File: src/rtl/multicycle_control.sv
// multicycle_control: main control FSM for the multicycle MIPS datapath.
// Walks each instruction through fetch/decode/execute/memory/write-back,
// stretches memory states while the memory is not ready, and parks in a
// sticky TRAP state on an illegal opcode or a memory watchdog timeout.
module multicycle_control #(
  parameter int ALUOP_W = 3,
  parameter int TIMEOUT = 16
) (
  input  logic               clk,
  input  logic               rst_n,
  input  logic [5:0]         opcode,
  input  logic               mem_ready,
  output logic               PCWrite,
  output logic               PCWriteCond,
  output logic               IorD,
  output logic               MemRead,
  output logic               MemWrite,
  output logic               IRWrite,
  output logic               MemtoReg,
  output logic               RegDst,
  output logic               RegWrite,
  output logic               ALUSrcA,
  output logic [1:0]         ALUSrcB,
  output logic [1:0]         PCSource,
  output logic [ALUOP_W-1:0] ALUOp,
  output logic               instr_done,
  output logic               illegal,
  output logic               bus_err
);

  localparam logic [5:0] OP_RTYPE = 6'b000000;
  localparam logic [5:0] OP_ADDI  = 6'b001000;
  localparam logic [5:0] OP_ANDI  = 6'b001100;
  localparam logic [5:0] OP_ORI   = 6'b001101;
  localparam logic [5:0] OP_LW    = 6'b100011;
  localparam logic [5:0] OP_SW    = 6'b101011;
  localparam logic [5:0] OP_BEQ   = 6'b000100;
  localparam logic [5:0] OP_J     = 6'b000010;

  // A zero TIMEOUT still needs a one-bit counter to keep the logic legal.
  localparam int WD_W = (TIMEOUT < 1) ? 1 : $clog2(TIMEOUT + 1);
  localparam logic [WD_W-1:0] WD_LAST = WD_W'((TIMEOUT > 0) ? (TIMEOUT - 1) : 0);

  typedef enum logic [3:0] {
    IDLE,
    FETCH,
    DECODE,
    MEMADR,
    MEMREAD,
    MEMWB,
    MEMWRITE,
    EXEC,
    ALUWB,
    BRANCH,
    JUMP,
    TRAP
  } state_t;

  state_t          state;
  logic [5:0]      op_q;
  logic [WD_W-1:0] wd;
  logic            in_wait;
  logic            timeout_hit;

  // Watchdog fires on the edge that would complete the TIMEOUT-th not-ready cycle.
  always_comb begin
    in_wait     = (state == FETCH) || (state == MEMREAD) || (state == MEMWRITE);
    timeout_hit = (TIMEOUT != 0) && in_wait && !mem_ready && (wd == WD_LAST);
  end

  // State sequencing, opcode latch, watchdog count and sticky trap flags.
  always_ff @(posedge clk or negedge rst_n) begin
    if (!rst_n) begin
      state   <= IDLE;
      op_q    <= '0;
      wd      <= '0;
      illegal <= 1'b0;
      bus_err <= 1'b0;
    end else begin
      if (in_wait && !mem_ready) begin
        wd <= wd + 1'b1;
      end else begin
        wd <= '0;
      end

      if (timeout_hit) begin
        state   <= TRAP;
        bus_err <= 1'b1;
      end else begin
        case (state)
          IDLE:     state <= FETCH;
          FETCH:    if (mem_ready) state <= DECODE;
          DECODE: begin
            op_q <= opcode;
            case (opcode)
              OP_LW, OP_SW:                       state <= MEMADR;
              OP_RTYPE, OP_ADDI, OP_ANDI, OP_ORI: state <= EXEC;
              OP_BEQ:                             state <= BRANCH;
              OP_J:                               state <= JUMP;
              default: begin
                state   <= TRAP;
                illegal <= 1'b1;
              end
            endcase
          end
          MEMADR:   state <= (op_q == OP_LW) ? MEMREAD : MEMWRITE;
          MEMREAD:  if (mem_ready) state <= MEMWB;
          MEMWB:    state <= FETCH;
          MEMWRITE: if (mem_ready) state <= FETCH;
          EXEC:     state <= ALUWB;
          ALUWB:    state <= FETCH;
          BRANCH:   state <= FETCH;
          JUMP:     state <= FETCH;
          TRAP:     state <= TRAP;
          default:  state <= IDLE;
        endcase
      end
    end
  end

  // Moore decode of datapath controls; only the wait-state handshakes look at mem_ready.
  always_comb begin
    PCWrite     = 1'b0;
    PCWriteCond = 1'b0;
    IorD        = 1'b0;
    MemRead     = 1'b0;
    MemWrite    = 1'b0;
    IRWrite     = 1'b0;
    MemtoReg    = 1'b0;
    RegDst      = 1'b0;
    RegWrite    = 1'b0;
    ALUSrcA     = 1'b0;
    ALUSrcB     = 2'b00;
    PCSource    = 2'b00;
    ALUOp       = '0;
    instr_done  = 1'b0;
    case (state)
      FETCH: begin
        MemRead = 1'b1;
        ALUSrcB = 2'b01;
        ALUOp   = ALUOP_W'(3'b010);
        PCWrite = mem_ready;
        IRWrite = mem_ready;
      end
      DECODE: begin
        ALUSrcB = 2'b11;
        ALUOp   = ALUOP_W'(3'b010);
      end
      MEMADR: begin
        ALUSrcA = 1'b1;
        ALUSrcB = 2'b10;
        ALUOp   = ALUOP_W'(3'b010);
      end
      MEMREAD: begin
        MemRead = 1'b1;
        IorD    = 1'b1;
      end
      MEMWB: begin
        MemtoReg   = 1'b1;
        RegWrite   = 1'b1;
        instr_done = 1'b1;
      end
      MEMWRITE: begin
        MemWrite   = 1'b1;
        IorD       = 1'b1;
        instr_done = mem_ready;
      end
      EXEC: begin
        ALUSrcA = 1'b1;
        ALUSrcB = (op_q == OP_RTYPE) ? 2'b00 : 2'b10;
        case (op_q)
          OP_RTYPE: ALUOp = ALUOP_W'(3'b100);
          OP_ANDI:  ALUOp = ALUOP_W'(3'b000);
          OP_ORI:   ALUOp = ALUOP_W'(3'b001);
          default:  ALUOp = ALUOP_W'(3'b010);
        endcase
      end
      ALUWB: begin
        RegWrite   = 1'b1;
        RegDst     = (op_q == OP_RTYPE);
        instr_done = 1'b1;
      end
      BRANCH: begin
        ALUSrcA     = 1'b1;
        ALUOp       = ALUOP_W'(3'b011);
        PCWriteCond = 1'b1;
        PCSource    = 2'b01;
        instr_done  = 1'b1;
      end
      JUMP: begin
        PCWrite    = 1'b1;
        PCSource   = 2'b10;
        instr_done = 1'b1;
      end
      default: ;
    endcase
  end

endmodule

File: config.mk
export PLATFORM = sky130hd
export DESIGN_NAME = multicycle_control
export DESIGN_NICKNAME = d
export VERILOG_FILES = /design/src/rtl/multicycle_control.sv
export SDC_FILE = /design/constraint.sdc
export NUM_CORES = 1
export LEC_CHECK = 0
export ABC_AREA = 1
export CAP_MARGIN = 20
export CORE_UTILIZATION = 40
export CTS_BUF_LIST = sky130_fd_sc_hd__clkbuf_2 sky130_fd_sc_hd__clkbuf_4 sky130_fd_sc_hd__clkbuf_8
export CTS_CLUSTER_DIAMETER = 40
export DETAILED_ROUTE_END_ITERATION = 16
export MAX_ROUTING_LAYER = met4
export PLACE_DENSITY = 0.66
export SYNTH_ARGS = -nofsm -noshare
export SYNTH_HDL_FRONTEND = slang
export SYNTH_SLANG_ARGS = --single-unit
File: constraint.sdc
create_clock -name clk -period 1.55 [get_ports clk]
set_clock_uncertainty 0.05 [all_clocks]
set_input_delay 0.31 -clock clk [delete_from_list [all_inputs] [get_ports clk]]
set_output_delay 0.31 -clock clk [all_outputs]
set_load 0.005 [all_outputs]
# Yosys cells after proc, flatten, opt, wreduce, memory -nomap -nowiden
# Index checks and enable logic that the tools add are counted.
classes:
  eq_ne: 25
  muxes: 24
  addsub: 1
  n_bitwise: 2
  reduce_logical: 21
op_table:
  columns: ["operator", "count"]
  rows:
  - ["4-bit case mux with 8 select lines", 1]
  - ["6-bit by 4-bit equality test with 1-bit output, second input constant", 5]
  - ["6-bit equality test, second input constant", 3]
  - ["3-bit case mux with 3 select lines", 2]
  - ["4-bit by 3-bit equality test with 1-bit output, second input constant", 4]
  - ["4-bit equality test, second input constant", 4]
  - ["4-bit 2-to-1 mux", 4]
  - ["4-bit case mux with 4 select lines", 1]
  - ["6-bit logical NOT", 2]
  - ["1-bit 2-to-1 mux", 9]
  - ["3-bit inequality test, second input constant", 3]
  - ["4-bit by 2-bit equality test with 1-bit output, second input constant", 2]
  - ["2-bit case mux with 4 select lines", 1]
  - ["2-bit OR reduction", 4]
  - ["4-bit OR reduction", 2]
  - ["8-bit OR reduction", 1]
  - ["6-bit by 2-bit equality test with 1-bit output, second input constant", 1]
  - ["6-bit by 3-bit equality test with 1-bit output, second input constant", 1]
  - ["3-bit AND reduction", 2]
  - ["3-bit OR reduction", 2]
  - ["5-bit by 1-bit adder with 5-bit output, second input constant", 1]
  - ["5-bit by 4-bit equality test with 1-bit output, second input constant", 1]
  - ["5-bit 2-to-1 mux", 1]
  - ["5-bit OR reduction", 1]
  - ["other kinds (10)", 15]
totals:
  reg_bits: 17
  out_inout_bits: 20
  input_bits: 9
  word_cells: 78

# Depth between registers and ports, before layout
depth:
  depth_word: 7
  ltp_mapped: 8
  mapped_depth_nobuf: 8

# Worst setup path after synthesis
# No wires, ideal clock.
synth_path:
  path_type: "register -> output"
  start: "register state[0]"
  end: "output port ALUOp[1]"
  required_ps: 1190
  t_arrival_ps: 1023
  stages_incl_launch_ff: 7
  path_slack_ps: 167
  path_buffers: 0
  cell_sequence: "dfrtp_1 > inv_2 > nor2_4 > inv_1 > nor2_1 > inv_1 > nand3_1"
synth_via:
  elab_chain_cells: 3
  elab_cells_between_ends: 7
  classes_between: "eq/ne: 5; mux: 1; reduce/logical: 1"
synth_rtl:
  columns: ["element", "line", "rtl"]
  rows:
  - ["from (decl)", "59", "state_t state;"]
  - ["from (signal assigned)", "106", "MEMADR: state <= (op_q == OP_LW) ? MEMREAD : MEMWRITE;"]
  - ["4-bit by 1-bit equality test with 1-bit output / 4-bit by 2-bit equality test with 1-bit output (equally long branches)", "137", "case (state)"]
  - ["3-bit OR reduction (no source line)", null, null]
  - ["3-bit case mux with 3 select lines *", "137", null]
  - ["to (decl)", "25", "output logic [ALUOP_W-1:0] ALUOp,"]
# Every way passes the cells marked *; elsewhere a longest branch is shown, timed or not.

# Worst setup path after layout
layout_path:
  start: "register state[3]"
  end: "output port instr_done"
layout_via:
  elab_chain_cells: 3
  elab_cells_between_ends: 7
  classes_between: "eq/ne: 5; mux: 1; reduce/logical: 1"
layout_rtl:
  columns: ["element", "line", "rtl"]
  rows:
  - ["4-bit equality test / 4-bit by 3-bit equality test with 1-bit output (equally long branches)", "137", null]
  - ["4-bit OR reduction (no source line)", null, null]
  - ["1-bit case mux with 2 select lines *", "137", null]
  - ["to (decl)", "26", "output logic instr_done,"]
# Marks and branches as above.

==> run metrics <==
Compound-Gate Fraction of Synth Area 0.0850; Initial Util 0.432; Final Core Density 0.814; DRC viols 0; CP Capture Type output port; leak pwr 0.00104 uW; GRT Total Usage 0.301; number of synthesized flops with an enable pin 0; worst stage delay on the critical path 0.49 ns; reg2reg end state[1]$_DFFE_PN0P_; R2R Setup Slk -0.07 ns; CP Launch Point state[3]$_DFFE_PN0P_; Max Cap Viol 0; vias 1459; CP arrival 1.60 ns; Pre-Repair DR Iteration Count 4; Critical Path Start Type flop; ant diodes 0; Reg2Reg Depth 8; Synth area leader dfrtp_1; Async SR Flop Fraction 1.00; Port Buffer Count 28; status finished, violations left; yosys warns 0; via count of the first global-routing pass 1351; area share of the largest cell type after synthesis 0.390; I/O pin total 29; core area 2520 um2; post-synthesis simple-gate area fraction 0.401; dominant synthesized flop cell dfrtp_1; critical path's slowest cell dfrtp_2; Synth cell types 24; setup slack at placement -0.339 ns; Num CTS Buffers 3; syn nets 168; Layout area overhead 88.4%; share of layout cells above drive strength 1 0.504; Power Dens Cells 1770 nW/um2; CTS tree built; Worst Tran Pin Value 0.277 ns; setup_tns -4.02 ns; # setup viols final 23; die footprint 2940 um2; Hold WS 0.292 ns; final hold violations 0; Worst R2R Start state[3]$_DFFE_PN0P_; crit path max fanout 5; DRT iter0 DRCs 64; # rows 18; CP cell instances inv_2 -> nand2_4 -> buf_6 -> nor2_4 -> nand2_1 -> o211ai_1 -> buf_2; area of the mapped netlist 1090 um2; Synth Area in Adders 0.0230; root buf cell clkbuf_4; synth top area cells dfrtp_1 (39%), nand2_1 (15%), nor2_1 (9.0%), inv_1 (6.9%), nand3_1 (6.4%); pin count of the biggest net entering global routing 18; post-synthesis cell count 157; Tcrit/Tclk final 1.26; CP Buf/Inv Count 3; GRT overflow 0; antenna-violating nets left 0; PnR worst setup slack -0.407 ns; global-route wire length before repair 6040 um; Slew HR 0.815; DP HPWL 2180 um; clock buffer depth 2; H-tree lvl count 1; Post-CTS Hold Fix Bufs 0; top cells by count, synth nand2_1 (45), nor2_1 (26), inv_1 (20); Die Y 54.2 um; number of synthesized register bits 17; mux contribution to synthesized area 0; Final Max Tran Viols 0; drt wl/cell 16.9 um; peak supply drop 1.45 mV; die width 54.2 um; antenna violations before repair 0; Setup CP Type flop to output port; main combinational cell family by area after synthesis simple AND/OR/NAND/NOR gates; CP Data Required Time 1.19 ns; failing checks setup timing; min cycle time layout 1.96 ns; Hold Path Class primary input to async pin; DR vias/cell 5.40; Final nets 252; RSZ-0062 raised after global routing yes; Sink Count 17; delay-heaviest family, CP flip-flops; xor/xnor share of the synthesized area 0.00804; most common cell in the netlist nand2_1; Syn Area/Cell 6.94 um2; worst skew pair latency 0.28 ns; final wirelength 4560 um; sequential share of the synthesized area 0.390; Fmax 511 MHz; GPL Wtd Cong 0.904; clock slew at reported path FFs 0.10 ns
## stage by stage
stage	instances	area, um2	power [uW]
after CTS	274	1990	3230
after global routing	270	2050	3880
final	270	2050	3630
after floorplan	157	1090	1460
after detailed placement	244	1620	2340
after global placement	244	1620	2310
## cell families (layout without fill, tap and decap cells)
logic type	Yosys count	in the layout
and+or+nand+nor	99	99
adders and majority gates	2	2
xor gates and xnor gates	1	1
AOI/OAI and AO/OA	14	14
buffers and inverters	24	107
DFF	17	17
## layer usage
layer,GRT usage,vias up,wire (um)
met5,-,-,0
met4,0.158,0,156
met3,0.0367,22,293
met2,0.524,79,2380
met1,0.331,692,1740
li1,-,666,-
## state kept, by name, summed over array words and instances (netlist names)
register and cells:
state 4, wd 5, bus_err 1, illegal 1, op_q 6
## cell type report
type                            instances  area (um2)
Clock buffer                            4        30.0
Fill cell                             155         469
Inverter                               22        90.1
Multi-Input combinational cell        116         773
Sequential cell                        17         430
Tap cell                               30        37.5
Timing Repair Buffer                   81         692
## cell usage in the layout (no fill, tap or decap), drive strengths merged
master,synthesis,final
buf,2,70
nand2,47,47
nor2,29,29
inv,22,22
dfrtp,17,17
nand3,14,14
clkdlybuf4s50,0,10
o21ai,8,8
clkbuf,0,5
nor3,4,4
o211ai,3,3
nand4,3,3
ha,2,2
xor2,1,1
nor3b,1,1
o22ai,1,1
a21boi,1,1
a21oi,1,1
nand3b,1,1
## power by group
part	internal, uW	switching [uW]	total (uW)	leakage (uW)
logic	1260	1370	2630	0.000817
clock network	117	129	246	0.0000184
registers	587	172	759	0.000206
total	1960	1670	3630	0.00104
## worst register-to-register path: stages (launching register included)
cell and delay (ns):
dfrtp_2 0.49, inv_2 0.11, nand2_4 0.08, buf_4 0.15, buf_6 0.11, o21ai_4 0.27
a21boi_2 0.12, nand2_1 0.08, nand2_1 0.06
## worst max path at each step
stage,endpoint,slack [ns],cells past startpoint
after floorplan,ALUOp[1],0.17,6
after global placement,PCWrite,-0.29,4
after detailed placement,ALUOp[0],-0.34,6
after CTS,instr_done,-0.20,6
after global routing,instr_done,-0.49,6
final,instr_done,-0.41,7
## repair_timing
action,4_1_cts,5_1_grt
resized for setup,131,30
pin swaps,17,19
endpoints found under the setup margin,18,24
buffers inserted,27,6
No activity file was read; power rests on OpenSTA's default activity.
